**src/rtl/chip8_key_ctrl.sv**
```systemverilog
// CHIP-8 4x4 hex keypad scanner, per-key debouncer, EX9E/EXA1 query and FX0A wait handshake.
// Build option: define CHIP8_KEY_RELEASE_EN to complete FX0A on release of the captured key.
module chip8_key_ctrl #(
    parameter int unsigned SCAN_DIV = 1000,
    parameter int unsigned DEBOUNCE = 4
) (
    input  logic        clk,
    input  logic        rst_n,
    output logic [3:0]  column,
    input  logic [3:0]  row,
    output logic [15:0] keys,
    input  logic [3:0]  query_key,
    output logic        query_pressed,
    input  logic        wait_start,
    input  logic        wait_cancel,
    output logic        wait_busy,
    output logic        wait_done,
    output logic [3:0]  wait_key
);

    localparam int unsigned   CW         = $clog2(SCAN_DIV);
    localparam logic [CW-1:0] DWELL_LAST = CW'(SCAN_DIV - 1);
    localparam logic [3:0]    DB_LAST    = 4'(DEBOUNCE - 1);

    typedef enum logic [1:0] {
        S_IDLE         = 2'd0,
        S_WAIT_PRESS   = 2'd1
`ifdef CHIP8_KEY_RELEASE_EN
        ,
        S_WAIT_RELEASE = 2'd2
`endif
    } state_t;

    logic [CW-1:0] r_dwell;
    logic [1:0]    r_col_idx;
    logic [3:0]    r_column;
    logic [15:0]   r_raw;
    logic [15:0]   r_keys;
    logic [3:0]    r_db_cnt [16];
    logic          r_query_pressed;
    state_t        r_state;
    logic [15:0]   r_held;
    logic          r_busy;
    logic          r_done;
    logic [3:0]    r_wait_key;

    logic          w_dwell_end;
    logic          w_frame_end;
    logic [15:0]   w_frame;
    logic [15:0]   w_held_live;
    logic [15:0]   w_eligible;
    logic          w_elig_any;
    logic [3:0]    w_elig_idx;

    assign w_dwell_end = (r_dwell == DWELL_LAST);
    assign w_frame_end = w_dwell_end && (r_col_idx == 2'd3);

    // ------------------------------------------------------------------
    // Column scan: rows are latched on the last dwell cycle of each column
    // ------------------------------------------------------------------
    always_ff @(posedge clk or negedge rst_n) begin
        if (!rst_n) begin
            r_dwell   <= '0;
            r_col_idx <= '0;
            r_column  <= 4'b0001;
            r_raw     <= '0;
        end else if (w_dwell_end) begin
            r_dwell   <= '0;
            r_col_idx <= r_col_idx + 2'd1;
            r_column  <= {r_column[2:0], r_column[3]};
            for (int unsigned r = 0; r < 4; r++) begin
                r_raw[{2'(r), r_col_idx}] <= row[r];
            end
        end else begin
            r_dwell <= r_dwell + 1'b1;
        end
    end

    // Column 3 is folded in directly so the debouncer sees the whole matrix on this edge
    always_comb begin
        w_frame = r_raw;
        for (int unsigned r = 0; r < 4; r++) begin
            w_frame[{2'(r), 2'd3}] = row[r];
        end
    end

    // ------------------------------------------------------------------
    // Per-key debounce, stepped once per full-matrix sample
    // ------------------------------------------------------------------
    always_ff @(posedge clk or negedge rst_n) begin
        if (!rst_n) begin
            r_keys <= '0;
            for (int unsigned i = 0; i < 16; i++) begin
                r_db_cnt[i] <= '0;
            end
        end else if (w_frame_end) begin
            for (int unsigned i = 0; i < 16; i++) begin
                if (w_frame[4'(i)] != r_keys[4'(i)]) begin
                    if (r_db_cnt[i] >= DB_LAST) begin
                        r_keys[4'(i)] <= ~r_keys[4'(i)];
                        r_db_cnt[i]   <= '0;
                    end else begin
                        r_db_cnt[i] <= r_db_cnt[i] + 4'd1;
                    end
                end else begin
                    r_db_cnt[i] <= '0;
                end
            end
        end
    end

    always_ff @(posedge clk or negedge rst_n) begin
        if (!rst_n) begin
            r_query_pressed <= 1'b0;
        end else begin
            r_query_pressed <= r_keys[query_key];
        end
    end

    // ------------------------------------------------------------------
    // FX0A wait: keys held at start stay masked until they are released
    // ------------------------------------------------------------------
    assign w_held_live = r_held & r_keys;
    assign w_eligible  = r_keys & ~w_held_live;

    always_comb begin
        w_elig_any = 1'b0;
        w_elig_idx = '0;
        for (int unsigned i = 0; i < 16; i++) begin
            if (w_eligible[4'(i)] && !w_elig_any) begin
                w_elig_any = 1'b1;
                w_elig_idx = 4'(i);
            end
        end
    end

    always_ff @(posedge clk or negedge rst_n) begin
        if (!rst_n) begin
            r_state    <= S_IDLE;
            r_held     <= '0;
            r_busy     <= 1'b0;
            r_done     <= 1'b0;
            r_wait_key <= '0;
        end else begin
            r_done <= 1'b0;
            case (r_state)
                S_IDLE: begin
                    if (wait_start && !wait_cancel) begin
                        r_held  <= r_keys;
                        r_busy  <= 1'b1;
                        r_state <= S_WAIT_PRESS;
                    end
                end
                S_WAIT_PRESS: begin
                    if (wait_cancel) begin
                        r_busy  <= 1'b0;
                        r_state <= S_IDLE;
                    end else begin
                        r_held <= w_held_live;
                        if (w_elig_any) begin
                            r_wait_key <= w_elig_idx;
`ifdef CHIP8_KEY_RELEASE_EN
                            r_state    <= S_WAIT_RELEASE;
`else
                            r_busy     <= 1'b0;
                            r_done     <= 1'b1;
                            r_state    <= S_IDLE;
`endif
                        end
                    end
                end
`ifdef CHIP8_KEY_RELEASE_EN
                S_WAIT_RELEASE: begin
                    if (wait_cancel) begin
                        r_busy  <= 1'b0;
                        r_state <= S_IDLE;
                    end else if (!r_keys[r_wait_key]) begin
                        r_busy  <= 1'b0;
                        r_done  <= 1'b1;
                        r_state <= S_IDLE;
                    end
                end
`endif
                default: begin
                    r_busy  <= 1'b0;
                    r_state <= S_IDLE;
                end
            endcase
        end
    end

    assign column        = r_column;
    assign keys          = r_keys;
    assign query_pressed = r_query_pressed;
    assign wait_busy     = r_busy;
    assign wait_done     = r_done;
    assign wait_key      = r_wait_key;

endmodule

```
**config.mk**
```make
export PLATFORM = sky130hd
export DESIGN_NAME = chip8_key_ctrl
export DESIGN_NICKNAME = d
export VERILOG_FILES = /design/src/rtl/chip8_key_ctrl.sv
export SDC_FILE = /design/constraint.sdc
export NUM_CORES = 1
export LEC_CHECK = 0
export CAP_MARGIN = 5
export CORE_ASPECT_RATIO = 1.5
export CORE_MARGIN = 3
export CORE_UTILIZATION = 50
export CTS_CLUSTER_DIAMETER = 30
export DETAILED_ROUTE_END_ITERATION = 8
export MAX_ROUTING_LAYER = met4
export PLACE_DENSITY = 0.73
export REMOVE_ABC_BUFFERS = 1
export SLEW_MARGIN = 20
export SYNTH_ARGS = -nofsm -noshare
export SYNTH_HDL_FRONTEND = slang
export SYNTH_SLANG_ARGS = --single-unit
```
**constraint.sdc**
```tcl
create_clock -name clk -period 2.8 [get_ports clk]
set_clock_uncertainty 0.2 [all_clocks]
set_input_delay 0.7 -clock clk [delete_from_list [all_inputs] [get_ports clk]]
set_output_delay 0.7 -clock clk [all_outputs]
set_load 0.01 [all_outputs]
```
==> results of run 1 <==
placed cells by master, fill, tap and decap left out, drive strengths merged, types with 2 or more instances in the layout:
cell type,count
o21ai,64
nor2,31
nand3,20
nor4,2
o21bai,2
o22a,2
mux2,32
ha,21
buf,15
a21oi,18
mux4,5
nor2b,26
o32a,2
clkinv,3
clkbuf,27
nand4,17
nand2b,8
and2,33
or4,3
clkdlybuf4s50,37
xnor2,3
dfrtp,130
xor2,21
nand2,46
nor3,17
o2111ai,2
inv,5
cells by family after synthesis:
group                      share of synthesized area, %
AOI/OAI and AO/OA                                 8.834
buffers and inverters                             1.742
xor gates and xnor gates                          3.525
muxes                                             8.099
DFF                                               54.99
and+or+nand+nor                                   18.40
adders and majority gates                         4.406
power by group through the flow:
stage,combinational (mW),clock [mW],sequential (mW)
floorplan,0.0264,0,1.95
global placement,0.115,0,1.95
detailed placement,0.119,0,1.95
CTS,0.120,2.14,1.91
global route,0.130,2.23,1.91
finish,0.117,2.10,1.91
sequential cells by signal, summed over array words and instances (netlist names), 2 cells and up:
name,cells
keys,16
r_held,16
r_raw,12
r_db_cnt,64
column,4
wait_key,4
r_dwell,10
r_col_idx,2
layout make-up:
type / count / area share [%]
clock buffer: 27 / 7.175
sequential: 131 / 45.87
timing repair buffer: 53 / 7.245
inverter: 5 / 0.2625
multi-input combinational: 385 / 36.09
clock inverter: 5 / 0.7350
tap: 150 / 2.625
stage by stage:
| stage | setup WS, ps | setup TNS [ps] | std cells |
|---|---|---|---|
| detailed placement | 132.3 | 0 | 723 |
| finish | 348.3 | 0 | 756 |
| global route | 281.0 | 0 | 756 |
| CTS | 330.1 | 0 | 756 |
| floorplan | -760.8 | -44860 | 521 |
| global placement | 152.4 | 0 | 723 |
what timing repair did:
| action | 4_1_cts | 5_1_grt |
|---|---|---|
| endpoints found under the hold margin | 20 | 0 |
| setup endpoints to repair | 0 | 0 |
| hold buffers | 1 | 0 |
final timing paths:
check                      startpoint      endpoint  slack (ps)
setup / recovery              keys[7]       keys[7]         350
hold / removal             r_dwell[0]    r_dwell[0]         280
setup reg to reg           r_dwell[0]      r_raw[0]         390
hold reg to reg            r_dwell[0]    r_dwell[0]         280
max in group asynchronous       rst_n  r_db_cnt[40]        1210
min in group asynchronous       rst_n    r_held[13]         530
cell usage after synthesis:
| cell type | instances | area share (%) |
|---|---|---|
| nor3_1 | 17 | 1.4 |
| mux2_1 | 12 | 2.3 |
| a21oi_1 | 18 | 1.5 |
| o2111ai_1 | 2 | 0.29 |
| o21ai_0 | 56 | 4.7 |
| or4_1 | 1 | 0.13 |
| a21o_1 | 1 | 0.13 |
| xnor2_1 | 3 | 0.44 |
| clkbuf_1 | 12 | 0.76 |
| mux2i_1 | 1 | 0.17 |
| nor4_4 | 2 | 0.71 |
| ha_1 | 21 | 4.4 |
| inv_1 | 5 | 0.31 |
| or3_1 | 1 | 0.10 |
| o21bai_1 | 2 | 0.25 |
| or4_4 | 2 | 0.38 |
| o211ai_1 | 1 | 0.13 |
| nand2_2 | 1 | 0.10 |
| nand3b_1 | 1 | 0.13 |
| nand4_1 | 17 | 1.8 |
| nor2b_1 | 26 | 2.7 |
| xor2_1 | 21 | 3.1 |
| buf_2 | 8 | 0.67 |
| a31oi_1 | 1 | 0.10 |
| and2_1 | 33 | 3.5 |
| o31ai_1 | 1 | 0.13 |
| mux2_2 | 20 | 3.8 |
| o21ai_1 | 8 | 0.67 |
| o22a_1 | 2 | 0.29 |
| nor2_1 | 31 | 2.0 |
| nand3_1 | 20 | 1.7 |
| or3b_1 | 1 | 0.15 |
| o31a_1 | 1 | 0.15 |
| nand2b_1 | 8 | 0.84 |
| dfrtp_1 | 130 | 55 |
| nand2_1 | 45 | 2.8 |
| mux4_2 | 5 | 1.9 |
| o32a_1 | 2 | 0.34 |
| dfstp_2 | 1 | 0.44 |
| a311oi_1 | 1 | 0.15 |
layer usage:
layer  routed length [um]  global-route usage, %  share of wire, %  vias up
li1                     -                      -                 -     1993
met1                 5319                  24.70                42     2134
met2                 6601                  34.26                53       74
met3                  359                  4.543               2.9       21
met4                  255                  9.049               2.0        0
met5                    0                      -                 0        -
==> reports/results.tsv, run 1 <==
metric	value	unit
Pint	3.281	mW
Initial Utilization	51.45	%
total track usage	21.01	%
Num Clock Sinks	131	
Ports	39	
CP Launch Type	flip-flop	
unrepaired setup endpoints after global routing	no	
max_cap viols	0	
# setup viols final	0	
CP max-delay cell	clkdlybuf4s50_1	
drc violations	0	
synthesized flop and latch total	131	
Core Box Area	11590	sq um
design area	7149	sq um
Root Buffer	clkbuf_16	
Rel. slew slack	63.09	%
endpoints failing hold	0	
Worst Hold Class	flip-flop to flip-flop	
fin util	61.68	%
Psw	854.7	uW
Crit. End Element	primary output	
total power	4.136	mW
ANT cells	0	
Port Buf Inserts	38	
Syn-to-layout area delta	19.89	%
crit-path cells	clkdlybuf4s50_1	
setup bufs post-CTS	0	
drt initial violations	198	
GPL Wtd Cong	0.8938	
via count	4222	
Flop pwr share	46.3	%
Seq/Total Area, Yosys	54.99	%
hold-critical path depth	1	
fin. max-slew vios	0	
actual slew at the worst max-slew pin	553.7	ps
VDD IR max	0.0004115	V
grt total ovfl	0	
PD cells	578.5	nW/um^2
fin crit share	87.56	%
Post-Syn Area per Cell	11.02	sq um
Netlist cell types	40	
synthesized cell area	5963	sq um
clock buffer depth	2	
Crit Path Class	flip-flop to primary output	
CTS Buf Count	17	
Critical Path RT	1900	ps
vias in the first global route	4316	
post_cts resized	0	
WHS	279.7	ps
H-Tree Depth	4	
Leakage	3.325	nW
Worst path depth	1	
max incr delay on CP	610	ps
Comb pwr share	2.8	%
register area	3279	sq um
Min Clock Period, post-route	2452	ps
largest net degree at the start of global routing	67	
ratio of cells with drive above 1 in the final layout	12.05	%
clock latency on the worst-skew pair	420	ps
clock power share	50.9	%
initial antenna violation count	0	
Top delay family on crit path	buffers and inverters	
Max Freq	407.9	MHz
multi-input logic area	2580	sq um
Mapped Cells	541	
Area after DPL	6574	sq um
FP Rows	48	
run status	finished clean	
Vias/cell	5.585	
clock-pin slew on the worst setup and hold paths	50	ps
# nets final	626	
r2r worst-path depth	6	
first-pass GRT wire length	20870	um
Synth warnings	0	
Wirelength per Cell	16.58	um
Die Width	95.17	um
fillers	910	
CTS tree	built	
Pre-antenna DRT Iters	4	
Post-DRT Antenna Nets	0	
WP data arrival	1550	ps
die area	13300	sq um
final WL	12540	um
dpl hpwl	8635	um
Die H	139.8	um
largest fanout on the critical path	7	
number of buffers and inverters on the critical path	1	
switching share of power	20.67	%
Power figures use the tool's default switching activity.
==> run 2, diff against run 1 <==
--- a/config.mk
+++ b/config.mk
@@ -5,14 +5,14 @@
 export SDC_FILE = /design/constraint.sdc
 export NUM_CORES = 1
 export LEC_CHECK = 0
-export CAP_MARGIN = 5
+export CAP_MARGIN = 40
 export CORE_ASPECT_RATIO = 1.5
 export CORE_MARGIN = 3
-export CORE_UTILIZATION = 50
+export CORE_UTILIZATION = 59
 export CTS_CLUSTER_DIAMETER = 30
 export DETAILED_ROUTE_END_ITERATION = 8
 export MAX_ROUTING_LAYER = met4
-export PLACE_DENSITY = 0.73
+export PLACE_DENSITY = 0.84
 export REMOVE_ABC_BUFFERS = 1
 export SLEW_MARGIN = 20
 export SYNTH_ARGS = -nofsm -noshare
==> reports/results.tsv, run 2 (synthesis results as in run 1) <==
metric	value	unit	change
run status	finished clean		
Comb pwr share	2.7	%	about the same
Port Buf Inserts	38		unchanged
met2 WL	7211	um	+9.2%
Min Clock Period, post-route	2499	ps	+47.14 ps
Worst Hold Class	flip-flop to flip-flop		
clock power share	53.6	%	+2.7 points
FP Rows	44		-8.3%
Num Clock Sinks	131		unchanged
CTS tree	built		
CP Launch Type	flip-flop		
Post-DRT Antenna Nets	0		unchanged
drt initial violations	344		+74%
Rel. slew slack	60.92	%	-2.2 points
drc violations	0		unchanged
total power	4.375	mW	+5.8%
largest net degree at the start of global routing	59		-12%
CTS Buf Count	17		unchanged
Post-Place Cells	688		-4.8%
endpoints failing hold	0		unchanged
clock latency on the worst-skew pair	420	ps	about the same
ratio of cells with drive above 1 in the final layout	12.38	%	+0.33 points
largest fanout on the critical path	8		+1
total track usage	27.08	%	+6.1 points
Initial Utilization	61.20	%	+9.8 points
Leakage	3.347	nW	+0.66%
CP max-delay cell	clkdlybuf4s50_1		
actual slew at the worst max-slew pin	585.0	ps	+31.38 ps
Pint	3.503	mW	+6.8%
Vias/cell	6.230		+12%
Die H	129.1	um	-7.6%
Crit. End Element	primary output		
via count	4492		+6.4%
Max Freq	400.2	MHz	-1.9%
WP data arrival	1600	ps	+50 ps
crit-path cells	clkdlybuf4s50_1		
Wirelength per Cell	18.83	um	+14%
design area	7171	sq um	+0.30%
top sig layer	met4		
Ports	39		unchanged
commonest non-fill, non-tap cells in the layout	dfrtp_1, o21ai_0, nand2_1		
Die Width	88.09	um	-7.4%
die area	11370	sq um	-14%
grt total ovfl	0		unchanged
PD cells	610.2	nW/um^2	+5.5%
fin crit share	89.24	%	+1.7 points
fin util	73.59	%	+12 points
Top delay family on crit path	buffers and inverters		
# nets final	626		unchanged
vias in the first global route	4767		+10%
max_cap viols	0		unchanged
Core Box Area	9744	sq um	-16%
most common cell after layout, fill and taps aside	dfrtp_1		
M1 WL	5192	um	-2.4%
fin. max-slew vios	0		unchanged
ANT cells	0		unchanged
clock buffer depth	2		unchanged
# setup viols final	0		unchanged
Syn-to-layout area delta	20.25	%	
clock-pin slew on the worst setup and hold paths	60	ps	about the same
Critical Path RT	1900	ps	about the same
Psw	872.1	uW	+2.0%
VDD IR max	0.0004621	V	+12%
number of buffers and inverters on the critical path	1		unchanged
Met3 Wirelength	657	um	+83%
Root Buffer	clkbuf_16		
WHS	259.4	ps	-20.28 ps
unrepaired setup endpoints after global routing	no		
setup TNS	0	ps	unchanged
initial antenna violation count	0		unchanged
max incr delay on CP	620	ps	about the same
Crit Path Class	flip-flop to primary output		
dpl ws	144.8	ps	+12.48 ps
final worst setup slack	301.2	ps	-47.14 ps
GPL Wtd Cong	0.8533		-4.5%
H-Tree Depth	4		unchanged
dpl hpwl	8729	um	+1.1%
Area after DPL	6530	sq um	-0.67%
first-pass GRT wire length	22810	um	+9.3%
post_cts resized	0		unchanged
largest register by flop count	r_db_cnt		
Largest register FFs	64		unchanged
Flop pwr share	43.7	%	-2.6 points
final WL	13570	um	+8.3%
number of standard cells in the layout, taps in and fillers out	721		-4.6%
switching share of power	19.93	%	-0.74 points
Pre-antenna DRT Iters	7		+3
## run 2: power by group through the flow
| stage | clock network (mW) | logic (mW) | registers (mW) |
|---|---|---|---|
| floorplan | 0 | 0.0264 | 1.95 |
| global placement | 0 | 0.112 | 1.95 |
| detailed placement | 0 | 0.117 | 1.95 |
| CTS | 2.38 | 0.119 | 1.91 |
| global route | 2.46 | 0.130 | 1.91 |
| finish | 2.34 | 0.118 | 1.91 |
## run 2: repair_timing
action	CTS	global route
hold buffers	1	0
hold endpoints to repair	15	0
buffers inserted	0	0
## run 2: area by class of cell
class,instances,area [sq um]
inverters,5,18.77
flip-flops and latches,131,3279
well taps,115,143.9
fillers,613,2574
clock buffers,23,478.0
multi-input cells,385,2580
clock inverters,9,152.6
repair buffers,53,518.0
## run 2: metal layers
metal / global-route usage, % / up-vias
li1: - / 1996
met1: 30.05 / 2263
met2: 44.63 / 183
met3: 6.679 / 50
met4: 14.32 / 0
met5: - / -
## run 2: worst paths after layout
path | endpoint | slack, ps | cells after the start | startpoint
max in group asynchronous | column[0] | 1260 | 3 | rst_n
setup / recovery | keys[2] | 300 | 1 | keys[2]
hold reg to reg | r_dwell[0] | 260 | 1 | r_dwell[0]
hold / removal | r_dwell[0] | 260 | 1 | r_dwell[0]
setup reg to reg | r_raw[1] | 360 | 5 | r_dwell[3]
min in group asynchronous | wait_key[0] | 510 | 2 | rst_n
